$ cat src/rtl/commit_trace_pkg.sv
// Shared record layout, FSM encoding and packing helper for the commit trace sink.
// COMMIT_TRACE_CYCLE_EN appends a 32-bit cycle stamp as the record LSBs.
package commit_trace_pkg;

`ifdef COMMIT_TRACE_CYCLE_EN
  localparam int STAMP_W = 32;
`else
  localparam int STAMP_W = 0;
`endif

  // The fields fill 168 bits; the record is a fixed 199 bits (+stamp), upper bits zero.
  localparam int REC_W       = 199 + STAMP_W;
  localparam int DMEM_WD_LSB = STAMP_W;
  localparam int DMEM_WA_LSB = STAMP_W + 32;
  localparam int DMEM_WE_LSB = STAMP_W + 64;
  localparam int REG_WD_LSB  = STAMP_W + 65;
  localparam int REG_WA_LSB  = STAMP_W + 97;
  localparam int REG_WE_LSB  = STAMP_W + 102;
  localparam int HALT_LSB    = STAMP_W + 103;
  localparam int INSTR_LSB   = STAMP_W + 104;
  localparam int PC_LSB      = STAMP_W + 136;

  localparam logic [31:0] HALT_INSTR = 32'h0010_0073;

  typedef enum logic [1:0] {
    ST_RUN   = 2'd0,
    ST_DRAIN = 2'd1,
    ST_DONE  = 2'd2
  } state_t;

  function automatic logic [REC_W-1:0] pack_fields(
    input logic [31:0] pc,
    input logic [31:0] instr,
    input logic        halt,
    input logic        reg_we,
    input logic [4:0]  reg_wa,
    input logic [31:0] reg_wd,
    input logic        dmem_we,
    input logic [31:0] dmem_wa,
    input logic [31:0] dmem_wd
  );
    logic [REC_W-1:0] r;
    r = '0;
    r[PC_LSB +: 32]      = pc;
    r[INSTR_LSB +: 32]   = instr;
    r[HALT_LSB]          = halt;
    r[REG_WE_LSB]        = reg_we;
    r[REG_WA_LSB +: 5]   = reg_wa;
    r[REG_WD_LSB +: 32]  = reg_wd;
    r[DMEM_WE_LSB]       = dmem_we;
    r[DMEM_WA_LSB +: 32] = dmem_wa;
    r[DMEM_WD_LSB +: 32] = dmem_wd;
    return r;
  endfunction

endpackage

$ cat src/rtl/commit_trace_if.sv
// CPU commit bus plus host trace stream; master = CPU/host side, slave = trace sink.
interface commit_trace_if;
  import commit_trace_pkg::*;

  logic             commit_i;
  logic [31:0]      commit_pc_i;
  logic [31:0]      commit_instr_i;
  logic             commit_halt_i;
  logic             commit_reg_we_i;
  logic [4:0]       commit_reg_wa_i;
  logic [31:0]      commit_reg_wd_i;
  logic             commit_dmem_we_i;
  logic [31:0]      commit_dmem_wa_i;
  logic [31:0]      commit_dmem_wd_i;
  logic             trace_valid_o;
  logic             trace_ready_i;
  logic [REC_W-1:0] trace_data_o;

  modport master (
    output commit_i, commit_pc_i, commit_instr_i, commit_halt_i,
           commit_reg_we_i, commit_reg_wa_i, commit_reg_wd_i,
           commit_dmem_we_i, commit_dmem_wa_i, commit_dmem_wd_i,
           trace_ready_i,
    input  trace_valid_o, trace_data_o
  );

  modport slave (
    input  commit_i, commit_pc_i, commit_instr_i, commit_halt_i,
           commit_reg_we_i, commit_reg_wa_i, commit_reg_wd_i,
           commit_dmem_we_i, commit_dmem_wa_i, commit_dmem_wd_i,
           trace_ready_i,
    output trace_valid_o, trace_data_o
  );
endinterface

$ cat src/rtl/trace_fifo.sv
// Synchronous FIFO with wrap-around pointers, registered occupancy and sticky overflow.
module trace_fifo #(
  parameter int DEPTH = 16,
  parameter int WIDTH = 8
) (
  input  logic                     clk,
  input  logic                     rst,
  input  logic                     push_i,
  input  logic                     pop_i,
  input  logic [WIDTH-1:0]         wdata_i,
  output logic [WIDTH-1:0]         rdata_o,
  output logic                     full_o,
  output logic                     empty_o,
  output logic [$clog2(DEPTH):0]   count_o,
  output logic                     ovf_o
);
  localparam int AW = $clog2(DEPTH);

  logic [WIDTH-1:0] mem_q [DEPTH];
  logic [AW-1:0]    wr_ptr_q, rd_ptr_q;
  logic [AW:0]      count_q;
  logic             ovf_q;
  logic             do_push, do_pop;

  assign empty_o = (count_q == '0);
  assign full_o  = (count_q == (AW+1)'(DEPTH));
  assign do_pop  = pop_i & ~empty_o;
  // A simultaneous pop frees the head slot, so a full FIFO still accepts the push.
  assign do_push = push_i & (~full_o | do_pop);

  always_ff @(posedge clk) begin
    if (rst) begin
      wr_ptr_q <= '0;
      rd_ptr_q <= '0;
      count_q  <= '0;
      ovf_q    <= 1'b0;
    end else begin
      if (do_push) wr_ptr_q <= wr_ptr_q + 1'b1;
      if (do_pop)  rd_ptr_q <= rd_ptr_q + 1'b1;
      count_q <= count_q + {{AW{1'b0}}, do_push} - {{AW{1'b0}}, do_pop};
      if (push_i & ~do_push) ovf_q <= 1'b1;
    end
  end

  always_ff @(posedge clk) begin
    if (do_push) mem_q[wr_ptr_q] <= wdata_i;
  end

  assign rdata_o = mem_q[rd_ptr_q];
  assign count_o = count_q;
  assign ovf_o   = ovf_q;
endmodule

$ cat src/rtl/commit_trace_sink.sv
// Captures one record per retired instruction, throttles the CPU and drains to the host.
// COMMIT_TRACE_CYCLE_EN adds a free-running cycle stamp to each record.
module commit_trace_sink
  import commit_trace_pkg::*;
#(
  parameter int DEPTH = 16,
  parameter int AW    = $clog2(DEPTH)
) (
  input  logic                 clk,
  input  logic                 rst,
  input  logic                 run_i,
  output logic                 cpu_en_o,
  commit_trace_if.slave        bus,
  output logic [31:0]          instret_o,
  output logic                 done_o,
  output logic                 ovf_o
);
  state_t           state_q, state_d;
  logic             en_q;
  logic             push;
  logic [31:0]      instret_q;
  logic [AW:0]      count;
  logic             fifo_full, fifo_empty;
  logic [REC_W-1:0] rec;
  logic             unused_full;

  // Commit regs only hold a fresh retire in the cycle after an enabled cycle.
  assign push     = bus.commit_i & en_q;
  assign cpu_en_o = run_i & (state_q == ST_RUN) & ~(push & bus.commit_halt_i)
                  & (count <= (AW+1)'(DEPTH - 2));

`ifdef COMMIT_TRACE_CYCLE_EN
  logic [31:0] cyc_q;
  always_ff @(posedge clk) begin
    if (rst) cyc_q <= '0;
    else     cyc_q <= cyc_q + 32'd1;
  end
`endif

  always_comb begin
    rec = pack_fields(bus.commit_pc_i, bus.commit_instr_i, bus.commit_halt_i,
                      bus.commit_reg_we_i, bus.commit_reg_wa_i, bus.commit_reg_wd_i,
                      bus.commit_dmem_we_i, bus.commit_dmem_wa_i, bus.commit_dmem_wd_i);
`ifdef COMMIT_TRACE_CYCLE_EN
    rec[STAMP_W-1:0] = cyc_q;
`endif
  end

  trace_fifo #(.DEPTH(DEPTH), .WIDTH(REC_W)) u_fifo (
    .clk     (clk),
    .rst     (rst),
    .push_i  (push),
    .pop_i   (bus.trace_ready_i),
    .wdata_i (rec),
    .rdata_o (bus.trace_data_o),
    .full_o  (fifo_full),
    .empty_o (fifo_empty),
    .count_o (count),
    .ovf_o   (ovf_o)
  );

  assign unused_full       = fifo_full;
  assign bus.trace_valid_o = ~fifo_empty;

  always_ff @(posedge clk) begin
    if (rst) begin
      state_q   <= ST_RUN;
      en_q      <= 1'b0;
      instret_q <= '0;
    end else begin
      state_q   <= state_d;
      en_q      <= cpu_en_o;
      if (push) instret_q <= instret_q + 32'd1;
    end
  end

  always_comb begin
    state_d = state_q;
    case (state_q)
      ST_RUN:   if (push & bus.commit_halt_i) state_d = ST_DRAIN;
      ST_DRAIN: if ((count == '0) && !push)   state_d = ST_DONE;
      ST_DONE:  state_d = ST_DONE;
      default:  state_d = ST_RUN;
    endcase
  end

  assign instret_o = instret_q;
  assign done_o    = (state_q == ST_DONE);
endmodule

$ cat src/flat_wrapper.sv
// flat-port wrapper written by rule: the top's interface ports become plain ports
module commit_trace_sink_flat import commit_trace_pkg::*;
#(
  parameter int DEPTH = 16,
  parameter int AW    = $clog2(DEPTH)
)
  (clk, rst, run_i, cpu_en_o, instret_o, done_o, ovf_o, bus_commit_i, bus_commit_pc_i, bus_commit_instr_i, bus_commit_halt_i, bus_commit_reg_we_i, bus_commit_reg_wa_i, bus_commit_reg_wd_i, bus_commit_dmem_we_i, bus_commit_dmem_wa_i, bus_commit_dmem_wd_i, bus_trace_ready_i, bus_trace_valid_o, bus_trace_data_o);
  commit_trace_if bus_i ();
  input  logic clk;
  input  logic rst;
  input  logic run_i;
  output logic cpu_en_o;
  output logic [31:0] instret_o;
  output logic done_o;
  output logic ovf_o;
  input wire logic [$bits(bus_i.commit_i)-1:0] bus_commit_i;
  input wire logic [$bits(bus_i.commit_pc_i)-1:0] bus_commit_pc_i;
  input wire logic [$bits(bus_i.commit_instr_i)-1:0] bus_commit_instr_i;
  input wire logic [$bits(bus_i.commit_halt_i)-1:0] bus_commit_halt_i;
  input wire logic [$bits(bus_i.commit_reg_we_i)-1:0] bus_commit_reg_we_i;
  input wire logic [$bits(bus_i.commit_reg_wa_i)-1:0] bus_commit_reg_wa_i;
  input wire logic [$bits(bus_i.commit_reg_wd_i)-1:0] bus_commit_reg_wd_i;
  input wire logic [$bits(bus_i.commit_dmem_we_i)-1:0] bus_commit_dmem_we_i;
  input wire logic [$bits(bus_i.commit_dmem_wa_i)-1:0] bus_commit_dmem_wa_i;
  input wire logic [$bits(bus_i.commit_dmem_wd_i)-1:0] bus_commit_dmem_wd_i;
  input wire logic [$bits(bus_i.trace_ready_i)-1:0] bus_trace_ready_i;
  output wire logic [$bits(bus_i.trace_valid_o)-1:0] bus_trace_valid_o;
  output wire logic [$bits(bus_i.trace_data_o)-1:0] bus_trace_data_o;
  assign bus_i.commit_i = bus_commit_i;
  assign bus_i.commit_pc_i = bus_commit_pc_i;
  assign bus_i.commit_instr_i = bus_commit_instr_i;
  assign bus_i.commit_halt_i = bus_commit_halt_i;
  assign bus_i.commit_reg_we_i = bus_commit_reg_we_i;
  assign bus_i.commit_reg_wa_i = bus_commit_reg_wa_i;
  assign bus_i.commit_reg_wd_i = bus_commit_reg_wd_i;
  assign bus_i.commit_dmem_we_i = bus_commit_dmem_we_i;
  assign bus_i.commit_dmem_wa_i = bus_commit_dmem_wa_i;
  assign bus_i.commit_dmem_wd_i = bus_commit_dmem_wd_i;
  assign bus_i.trace_ready_i = bus_trace_ready_i;
  assign bus_trace_valid_o = bus_i.trace_valid_o;
  assign bus_trace_data_o = bus_i.trace_data_o;
  commit_trace_sink #(.DEPTH(DEPTH), .AW(AW)) u_core (.clk(clk), .rst(rst), .run_i(run_i), .cpu_en_o(cpu_en_o), .bus(bus_i), .instret_o(instret_o), .done_o(done_o), .ovf_o(ovf_o));
endmodule
$ cat config.mk
export PLATFORM = sky130hd
export DESIGN_NAME = commit_trace_sink_flat
export DESIGN_NICKNAME = d
export VERILOG_FILES = /design/src/rtl/commit_trace_pkg.sv /design/src/rtl/commit_trace_if.sv /design/src/rtl/trace_fifo.sv /design/src/rtl/commit_trace_sink.sv /design/src/flat_wrapper.sv
export SDC_FILE = /design/constraint.sdc
export NUM_CORES = 2
export LEC_CHECK = 0
export CAP_MARGIN = 20
export CORE_ASPECT_RATIO = 0.5
export CORE_MARGIN = 2
export CORE_UTILIZATION = 55
export DETAILED_ROUTE_END_ITERATION = 6
export DONT_BUFFER_PORTS = 1
export HOLD_SLACK_MARGIN = 0.15
export PLACE_DENSITY = 0.7
export SLEW_MARGIN = 10
export SYNTH_ARGS = -nofsm -noshare
export SYNTH_HDL_FRONTEND = slang
export SYNTH_SLANG_ARGS = --single-unit
$ cat constraint.sdc
create_clock -name clk -period 36.7 [get_ports clk]
set_input_delay 7.34 -clock clk [delete_from_list [all_inputs] [get_ports clk]]
set_output_delay 7.34 -clock clk [all_outputs]
set_load 0.05 [all_outputs]
==> metrics.yaml <==
status: "finished clean"
numCtsBuffers: 227
layout_min_cycle_time_ns: 15.49
slew_viol_final: 0
period_share_pct: 42.2
yosys_warnings: 0
hold_slack_ns: 0.542
fin_tns_setup_ns: 0
setup_viol: 0
cts_hold_buf: 0
timing.slew.headroom_pct: 21.3
drt_pass1_iterations: 6
vias: 45700
wirelength_mm: 224
startpoint: "bus_commit_i"
worst_pin_slew_ns: 1.18
fin_worst_skew_ns: 0.0353
drive_above_1_share_pct: 26.3
grt_max_degree: 132
synthDistinctLibCells: 42
yosys.area.top_type: "edfxtp_1"
synth_seq_cells: 2741
netlist_instances: 4293
syn_area_per_cell_um2: 24.2
ir_drop_v: 0.0000648
worst_skew_pair.late_latency_ns: 0.86
reg2reg_depth: 8
io_pins: 408
critPathLaunchType: "primary input"
crit_path_end: "cpu_en_o"
worst_setup_path_end_kind: "output pin"
fp.coreArea_um2: 187000
powerDensity_nw_per_um2: 63.1
ys_seq_area_share_pct: 78.8
antenna_found_initial: 1
hpwl_mm: 111
cts_tree: "built"
clk_pin_slew_ns: 0.07
drt-initial-drc-count: 5211
fin_nets: 4619
grtUsageTotal_pct: 23.4
gp_congestion: 0.757
area_delta_synth_final_pct: 9.87
cts.sinks: 2741
die_h_um: 311
r2r_slack_ns: 31.44
grt_remaining_overflow: 0
p_leak_nw: 33.9
clock.fmax_ghz: 0.0646
cts_buffer_depth: 4
rsz0062_at_grt: "false"
cts_max_level: 4
r2r_start: "u_core.u_fifo.count_o[2]"
die_w_um: 618
maxCapViolations: 0
grt_pass1_wl_mm: 325
cts_root_buf: "clkbuf_16"
via_per_inst: 6.43
grt_pass1_vias: 47100
postCtsSetupBuffers: 0
io_buffers: 0
synth_area_um2: 104000
synth-edff-count: 2688
diodes: 0
drt-wirelength-per-cell_um: 31.6
post-route-drc-count: 0
async_flop_share_pct: 0
yosys-top-cells-area: "edfxtp_1, mux4_2, dfxtp_1, mux2i_1, a211oi_1"
fp.dieArea_um2: 192000
cts_resized: 0
synth_top_area_share_pct: 77.8
synth.cells.most_frequent: "edfxtp_1, mux4_2, clkbuf_1"
utilization_pct: 61.0
cp_max_fo: 6
hold_class: "flop to flop"
initial_core_util_pct: 55.5
worstPathArrival_ns: 8.15
crit_type: "primary input to output pin"
post-synth-top-count-cell: "edfxtp_1"
synth-main-ff-cell: "edfxtp_1"
hold_viol_final: 0
num_rows: 112
cp.required_ns: 29.36
antenna_left: 0
r2r_end: "u_core.u_fifo.mem_q[5][104]"
-- layout by cell type, fill, tap and decap left out, types with 9 or more instances in the layout --
master,count
xnor2_1,20
a21oi_1,81
nor2b_1,77
nor2_1,48
edfxtp_1,2688
mux4_2,768
clkinv_2,29
nor2_4,12
conb_1,31
inv_1,16
buf_4,113
mux2i_1,75
dfxtp_1,49
nand2_1,23
clkbuf_16,230
nand4_1,9
bufinv_16,14
xor2_1,13
ha_1,19
clkbuf_1,60
buf_12,15
clkinv_1,55
a211oi_1,72
-- worst min-delay path by stage --
| stage | slack [ns] | cells after the start | endpoint | start |
|---|---|---|---|---|
| final | 0.54 | 2 | u_core.state_q[0] | u_core.state_q[0] |
| after global routing | 0.57 | 2 | u_core.state_q[0] | u_core.state_q[0] |
| after CTS | 0.54 | 2 | u_core.state_q[0] | u_core.state_q[0] |
| after detailed placement | 0.53 | 2 | flop | u_core.u_fifo.rd_ptr_q[1] |
| after global placement | 0.50 | 2 | u_core.state_q[1] | u_core.state_q[1] |
| after floorplan | 0.48 | 2 | flop | u_core.u_fifo.rd_ptr_q[3] |
-- where the power goes --
part / leakage, nW / internal, mW / switching [mW]
Clock: 3.35 / 1.25 / 1.07
Combinational: 5.93 / 0.597 / 0.800
Sequential: 24.6 / 3.46 / 0.0256
-- metrics by stage --
stage,cells,total power [mW],instance area (µm²),setup WS (ns)
5_1_grt,7105,7.44,114000,21.16
2_1_floorplan,4323,4.73,104000,16.32
4_1_cts,7104,7.26,114000,21.21
3_3_place_gp,6699,4.95,107000,21.16
6_report,7105,7.20,114000,21.21
3_5_place_dp,6704,4.98,107000,21.22
-- layout make-up --
type                            instances  area [µm²]
Sequential cell                      2741       81800
Fill cell                           12400       72900
Multi-Input combinational cell       1310       21000
Clock buffer                          293        6020
Tap cell                             2508        3140
Timing Repair Buffer                  130        1190
Clock inverter                        107         853
Inverter                               16        60.1
-- cells by family (layout without fill, tap and decap cells) --
group                    after synthesis  count (layout)  synth area share (%)
XOR/XNOR                              33              33                 0.278
multiplexers                         844             844                  17.4
buffers and inverters                272             546                  1.21
AND/OR/NAND/NOR                      216             216                  1.10
AO/OA/AOI/OAI                        166             166                 0.987
other                                  1              31               0.00361
flip-flops                          2741            2741                  78.8
adder cells (fa/ha/maj)               20              20                 0.248
-- routing by layer --
| layer | vias to the layer above | GRT usage, % | wire [µm] |
|---|---|---|---|
| li1 | 18600 | - | - |
| met1 | 25000 | 33.4 | 92100 |
| met2 | 1787 | 38.4 | 112000 |
| met3 | 298 | 3.78 | 14900 |
| met4 | 0 | 5.72 | 5010 |
| met5 | - | 0 | 0 |
-- critical path: stages --
cell	delay, ns
and2_1	0.21
nand2_1	0.11
and3_1	0.49
-- flip-flops by register name, summed over array words and instances, names as in the netlist, named ones only --
register                cells
u_core.u_fifo.mem_q      2688
u_core.instret_o           32
u_core.u_fifo.count_o       5
u_core.u_fifo.rd_ptr_q      4
u_core.u_fifo.wr_ptr_q      4
u_core.state_q              2
u_core.en_q                 1
u_core.u_fifo.ovf_o         1
No activity file was read; power rests on OpenSTA's default activity.
